`src/rtl/serial_subtractor.sv`:
```
// rtl/serial_subtractor.sv - bit-serial subtractor, diff = a - b - bin, one bit per clock LSB first
module serial_subtractor #(
    parameter int WIDTH = 4
) (
    input  logic             clk,
    input  logic             rst_n,
    input  logic             in_valid,
    output logic             in_ready,
    input  logic [WIDTH-1:0] a,
    input  logic [WIDTH-1:0] b,
    input  logic             bin,
    output logic             out_valid,
    input  logic             out_ready,
    output logic [WIDTH-1:0] diff,
    output logic             bout,
    output logic             ovf
);

    localparam int CW = (WIDTH > 1) ? $clog2(WIDTH) : 1;
    localparam logic [CW-1:0] LAST = CW'(WIDTH - 1);
    localparam logic [CW-1:0] ONE  = CW'(1);

    typedef enum logic [1:0] {
        IDLE = 2'd0,
        RUN  = 2'd1,
        DONE = 2'd2
    } state_t;

    state_t           state;
    state_t           state_nxt;

    logic [WIDTH-1:0] a_sr;
    logic [WIDTH-1:0] b_sr;
    logic [WIDTH-1:0] res_sr;
    logic             br;
    logic [CW-1:0]    cnt;
    logic             a_msb;
    logic             b_msb;

    logic             ak;
    logic             bk;
    logic             d;
    logic             br_nxt;
    logic [WIDTH:0]   res_cat;
    logic [WIDTH-1:0] res_nxt;
    logic             accept;
    logic             last_bit;

    // Full-subtractor cell on the current LSBs and the result shifted in from the top
    always_comb begin
        ak       = a_sr[0];
        bk       = b_sr[0];
        d        = ak ^ bk ^ br;
        br_nxt   = (~ak & bk) | (~(ak ^ bk) & br);
        res_cat  = {d, res_sr};
        res_nxt  = res_cat[WIDTH:1];
        accept   = in_valid & in_ready;
        last_bit = (cnt == LAST);
    end

    // State register
    always_ff @(posedge clk or negedge rst_n) begin
        if (!rst_n) begin
            state <= IDLE;
        end else begin
            state <= state_nxt;
        end
    end

    // Next-state and handshake outputs
    always_comb begin
        state_nxt = state;
        in_ready  = 1'b0;
        out_valid = 1'b0;
        case (state)
            IDLE: begin
                in_ready = 1'b1;
                if (in_valid) begin
                    state_nxt = RUN;
                end
            end
            RUN: begin
                if (last_bit) begin
                    state_nxt = DONE;
                end
            end
            DONE: begin
                out_valid = 1'b1;
                if (out_ready) begin
                    state_nxt = IDLE;
                end
            end
            default: begin
                state_nxt = IDLE;
            end
        endcase
    end

    // Operand capture, serial datapath and result registers (results only move at RUN->DONE)
    always_ff @(posedge clk or negedge rst_n) begin
        if (!rst_n) begin
            a_sr   <= '0;
            b_sr   <= '0;
            res_sr <= '0;
            br     <= 1'b0;
            cnt    <= '0;
            a_msb  <= 1'b0;
            b_msb  <= 1'b0;
            diff   <= '0;
            bout   <= 1'b0;
            ovf    <= 1'b0;
        end else begin
            case (state)
                IDLE: begin
                    if (accept) begin
                        a_sr   <= a;
                        b_sr   <= b;
                        res_sr <= '0;
                        br     <= bin;
                        cnt    <= '0;
                        a_msb  <= a[WIDTH-1];
                        b_msb  <= b[WIDTH-1];
                    end
                end
                RUN: begin
                    a_sr   <= a_sr >> 1;
                    b_sr   <= b_sr >> 1;
                    res_sr <= res_nxt;
                    br     <= br_nxt;
                    if (last_bit) begin
                        diff <= res_nxt;
                        bout <= br_nxt;
                        ovf  <= (a_msb != b_msb) & (res_nxt[WIDTH-1] != a_msb);
                    end else begin
                        cnt <= cnt + ONE;
                    end
                end
                default: begin
                end
            endcase
        end
    end

endmodule

```
`config.mk`:
```
export PLATFORM = sky130hd
export DESIGN_NAME = serial_subtractor
export DESIGN_NICKNAME = d
export VERILOG_FILES = /design/src/rtl/serial_subtractor.sv
export SDC_FILE = /design/constraint.sdc
export NUM_CORES = 1
export LEC_CHECK = 0
export BUFFER_PORTS_ARGS = -buffer_cell sky130_fd_sc_hd__buf_2
export CAP_MARGIN = 5
export CELL_PAD_IN_SITES_DETAIL_PLACEMENT = 0
export CELL_PAD_IN_SITES_GLOBAL_PLACEMENT = 1
export CORE_ASPECT_RATIO = 1.2
export CORE_MARGIN = 4
export CORE_UTILIZATION = 42
export CTS_CLUSTER_DIAMETER = 150
export DETAILED_ROUTE_END_ITERATION = 10
export PLACE_DENSITY_LB_ADDON = 0.1
export SLEW_MARGIN = 20
export SYNTH_ARGS = -nofsm -noshare
export SYNTH_HDL_FRONTEND = slang
export SYNTH_SLANG_ARGS = --single-unit
```
`constraint.sdc`:
```
create_clock -name clk -period 1.81 [get_ports clk]
set_clock_uncertainty 0.1 [all_clocks]
set_input_delay 0.0905 -clock clk [delete_from_list [all_inputs] [get_ports clk]]
set_output_delay 0.0905 -clock clk [all_outputs]
set_load 0.01 [all_outputs]
```
==> flow_summary.json, run 1 <==
{
  "ant_nets": 0,
  "post_cts_resized": 0,
  "p_sw_mw": 0.746,
  "yosys_register_bits": 24,
  "synth.distinct_cells": 26,
  "clkTransAtPathRegs_ps": 130,
  "drive_above_1_share": 0.280,
  "yosys.area.top_type_share": 0.548,
  "cts_max_level": 1,
  "multi_input_area_um2": 433,
  "die_h_um": 64.0,
  "setup_viol_count_final": 0,
  "drc": 0,
  "crit_type": "reg -> reg",
  "intPower_mw": 1.33,
  "area_delta_synth_final_pct": 23.3,
  "arrival_ps": 1730,
  "worst_slew_pin_slew_ps": 802,
  "cts_inserted_buffers": 3,
  "power.leakage_nw": 0.662,
  "postLayoutCellArea_um2": 1350,
  "rr_worst_depth": 4,
  "fmax_mhz": 628,
  "fill_cells": 237,
  "start_kind": "flip-flop",
  "ios": 21,
  "vias_per_cell": 4.94,
  "cts.sinks": 24,
  "n_antenna_cell": 0,
  "vdd_drop_max_v": 0.000786,
  "fin_ws_ps": 217,
  "cts_tree": "done",
  "synth_area_leader_cell": "dfrtp_1",
  "hpwl_um": 1420,
  "synth.avg_cell_area_um2": 11.7,
  "p_per_area_nw_per_um2": 1530,
  "p_total_mw": 2.07,
  "dp.cells": 143,
  "final_hold_viol_count": 0,
  "place_area_um2": 1200,
  "cap_violations": 0,
  "hp-class": "in -> reg",
  "seq_area_frac_synth": 0.548,
  "die_area_um2": 3490,
  "num_rows": 20,
  "grt_pass1_wl_um": 3500,
  "dr.pass1.iters": 3,
  "clk_latency_ps": 310,
  "fin_setup_tns_ps": 0,
  "die_w_um": 54.6,
  "holdPathEnd": "a_sr[1]",
  "overflow": 0,
  "end_kind": "flip-flop",
  "grt.total_usage": 0.138,
  "nets": 141,
  "p_comb_frac": 0.428,
  "post_cts_buffers": 0,
  "routed_wl_um": 2030,
  "rsz0062_at_grt": "no",
  "vias": 780,
  "seqPwrFrac": 0.440,
  "hold_start": "a[1]",
  "grt_max_degree": 25,
  "min_period_ps": 1590,
  "status": "complete, no violations",
  "r2r_start": "a_sr[0]",
  "drtIter0Drc": 13,
  "cts_root_buf": "clkbuf_4",
  "clockBufferDepth": 2,
  "swShare": 0.360,
  "reg2reg_to": "ovf",
  "syn_inst": 94,
  "drv_slew": 0,
  "core_area_um2": 2530,
  "fin_util": 0.535,
  "syn_nets": 109,
  "start_util": 0.434,
  "slew-limit-headroom": 0.464,
  "holdPathStages": 3,
  "cts_hold_buf": 11,
  "holdWs_ps": 20.4,
  "fin_crit_sh": 0.880,
  "register_area_um2": 601,
  "syn_area_um2": 1100,
  "io_buffers": 20,
  "wl_per_cell_um": 12.9,
  "path_max_fanout": 4,
  "place_ws_ps": 259,
  "clkPwrFrac": 0.132,
  "place_congestion": 0.688,
  "grt_pass1_vias": 736,
  "ff2ff_setup_slack_ps": 220,
  "antenna_found_initial": 0,
  "yosys_warnings": 0,
  "instances_no_fill": 158,
  "cp.required_ps": 1950,
  "synth.area.top_cells": "dfrtp_1, mux2_2, o21ai_0"
}
==> worst max-delay path by stage <==
stage,slack [ps],end,start
6_report,220,ovf,a_sr[0]
5_1_grt,130,a_sr[2],state[1]
4_1_cts,210,ovf,a_sr[0]
3_5_place_dp,260,ovf,a_sr[0]
3_3_place_gp,270,ovf,a_sr[0]
2_1_floorplan,370,ovf,a_sr[0]
==> kinds of logic after synthesis <==
logic type | count (synthesis) | share of synthesized area
multiplexers | 7 | 0.0708
buffers and inverters | 11 | 0.0571
AO/OA/AOI/OAI | 27 | 0.168
AND/OR/NAND/NOR | 23 | 0.127
flip-flops | 24 | 0.548
adder cells (fa/ha/maj) | 2 | 0.0297
==> placed cells by master, fill, tap and decap left out, types with 2 or more instances in the layout <==
cell type	n
a21oi_1	2
a22o_1	3
a22oi_1	6
buf_2	20
clkbuf_4	3
dfrtp_1	24
dlygate4sd3_1	11
inv_1	6
mux2_2	6
nand2_1	13
nor2b_1	3
o21ai_0	12
==> power groups by stage <==
stage	Sequential [mW]	Clock, mW	Combinational (mW)
3_5_place_dp	0.927	0	0.885
3_3_place_gp	0.923	0	0.858
6_report	0.912	0.273	0.887
4_1_cts	0.915	0.291	0.907
2_1_floorplan	0.909	0	0.680
5_1_grt	0.949	0.312	1.01
==> metal layers <==
layer / share of wire / vias up / GRT usage
met5: 0 / - / 0
met4: 0.010 / 0 / 0.0654
met3: 0.047 / 2 / 0.0256
met2: 0.47 / 12 / 0.198
met1: 0.48 / 375 / 0.194
li1: - / 391 / -
==> worst max-delay path, stage by stage, from the launching register on <==
cell     delay (ps)
dfrtp_1         420
fa_1            640
nor2b_1         150
a21oi_1          70
o21ai_0         130
==> cell type report <==
cell class / count / share of cell area
Sequential cell: 24 / 0.444
Inverter: 6 / 0.0167
Multi-Input combinational cell: 59 / 0.320
Tap cell: 33 / 0.0306
Timing Repair Buffer: 32 / 0.161
Clock buffer: 4 / 0.0269
==> state kept, by name, summed over array words and instances, names as in the netlist <==
register	count
cnt	2
ovf	1
diff	4
bout	1
b_sr	4
a_sr	4
br	1
b_msb	1
res_sr	3
state	2
a_msb	1
==> cells in the mapped netlist, drive strengths merged <==
master and instances:
dfrtp 24, nand2 13, o21ai 12, a22oi 6, inv 6, mux2 6
buf 5, nor2b 4, a22o 3, a21oi 2, a2bb2oi 1, a32o 1
and2b 1, fa 1, ha 1, mux2i 1, nand2b 1, nand3b 1
nor2 1, nor3b 1, o21ba 1, o21bai 1, or4b 1
(Power assumes the default switching activity.)
==> run 2: changes to the inputs <==
--- a/config.mk
+++ b/config.mk
@@ -5,7 +5,7 @@
 export SDC_FILE = /design/constraint.sdc
 export NUM_CORES = 1
 export LEC_CHECK = 0
-export BUFFER_PORTS_ARGS = -buffer_cell sky130_fd_sc_hd__buf_2
+export BUFFER_PORTS_ARGS = -buffer_cell sky130_fd_sc_hd__buf_4
 export CAP_MARGIN = 5
 export CELL_PAD_IN_SITES_DETAIL_PLACEMENT = 0
 export CELL_PAD_IN_SITES_GLOBAL_PLACEMENT = 1
==> flow_summary.json, run 2 (synthesis results as in run 1) <==
{
  "drive_above_1_share": 0.280,
  "clk_latency_ps": 310,
  "p_per_area_nw_per_um2": 1490,
  "start_kind": "flip-flop",
  "place_ws_ps": 268,
  "vias": 788,
  "post_cts_resized": 0,
  "cts_root_buf": "clkbuf_4",
  "grt_pass1_wl_um": 3990,
  "cts_hold_buf": 11,
  "grt_pass1_vias": 886,
  "vdd_drop_max_v": 0.000835,
  "clockBufferDepth": 2,
  "min_period_ps": 1570,
  "status": "complete, no violations",
  "path_max_fanout": 4,
  "reg_top3": "a_sr (4), b_sr (4), diff (4)",
  "die_area_um2": 3490,
  "overflow": 0,
  "drtIter0Drc": 10,
  "routed_wl_um": 2210,
  "nets": 142,
  "hold_start": "a[0]",
  "grt.total_usage": 0.155,
  "layout_common_cells": "dfrtp_1, buf_4, nand2_1",
  "io_buffers": 20,
  "hp-class": "in -> reg",
  "vias_per_cell": 4.99,
  "layout_commonest_cell": "dfrtp_1",
  "grt_util_met3": 0.0256,
  "hpwl_um": 1490,
  "fin_setup_tns_ps": 0,
  "met1_usage": 0.206,
  "drc": 0,
  "holdPathEnd": "a_sr[0]",
  "core_area_um2": 2530,
  "reg2reg_to": "ovf",
  "drv_slew": 0,
  "rsz0062_at_grt": "no",
  "cts_inserted_buffers": 3,
  "cts_max_level": 1,
  "ant_nets": 0,
  "ff2ff_setup_slack_ps": 240,
  "cts_tree": "done",
  "n_antenna_cell": 0,
  "clkTransAtPathRegs_ps": 130,
  "place_congestion": 0.699,
  "slew-limit-headroom": 0.468,
  "area_delta_synth_final_pct": 27.3,
  "fin_ws_ps": 244,
  "antenna_found_initial": 0,
  "die_w_um": 54.6,
  "num_rows": 20,
  "busiest_layer": "met2",
  "cts.sinks": 24,
  "grt_max_degree": 25,
  "use_met2": 0.246,
  "end_kind": "flip-flop",
  "arrival_ps": 1710,
  "power.leakage_nw": 0.673,
  "fmax_mhz": 638,
  "start_util": 0.434,
  "fin_crit_sh": 0.865,
  "final_hold_viol_count": 0,
  "cap_violations": 0,
  "crit_type": "reg -> reg",
  "dr.pass1.iters": 4,
  "worst_slew_pin_slew_ps": 796,
  "ios": 21,
  "wl_per_cell_um": 14.0,
  "rr_worst_depth": 4,
  "cp.required_ps": 1950,
  "post_cts_buffers": 0,
  "r2r_start": "a_sr[0]",
  "setup_viol_count_final": 0,
  "die_h_um": 64.0,
  "holdPathStages": 3
}
-- run 2: changes by cell type in the layout (fill, tap and decap cells not counted) --
cell and delta:
buf_4 +21, clkbuf_8 -1, buf_2 -20
-- run 2: stage by stage --
stage | cell area (µm²) | std cells | util | power, mW | hold slack (ps)
finish | 1400 | 158 | 0.552 | 2.08 | 5.39
global route | 1400 | 158 | 0.552 | 2.29 | 36.6
CTS | 1400 | 158 | 0.552 | 2.12 | 11.1
detailed placement | 1260 | 144 | 0.500 | 1.86 | -91.0
global placement | 1260 | 144 | 0.500 | 1.83 | -95.1
floorplan | 1100 | 94 | - | 1.59 | -305
-- run 2: power breakdown --
part	switching, mW	internal [mW]	total (mW)	leakage (nW)
combinational	0.456	0.490	0.946	0.353
sequential	0.142	0.763	0.906	0.306
clock	0.151	0.0776	0.229	0.0138
total	0.749	1.33	2.08	0.673
-- run 2: worst max-delay path by stage --
stage           to  slack [ps]     start
6_report       ovf         240   a_sr[0]
5_1_grt         br          60  in_valid
4_1_cts        ovf         240   a_sr[0]
3_5_place_dp   ovf         270   a_sr[0]
3_3_place_gp   ovf         330   a_sr[0]
2_1_floorplan  ovf         370   a_sr[0]
-- run 2: final cells by class --
cell class	instances	area (µm²)
clock buffers	3	22.5
fillers	248	1130
inverters	6	22.5
multi-input cells	59	433
flip-flops and latches	24	601
well taps	33	41.3
repair buffers	33	275
-- run 2: per-layer routing --
layer	up-vias	wire length [µm]
li1	393	-
met1	373	976
met2	20	1100
met3	2	102
met4	0	21
met5	-	0
-- run 2: critical path, stage by stage (launching register included) --
cell,delay [ps]
dfrtp_1,430
fa_1,600
nor2b_1,160
a21oi_1,80
o21ai_0,140
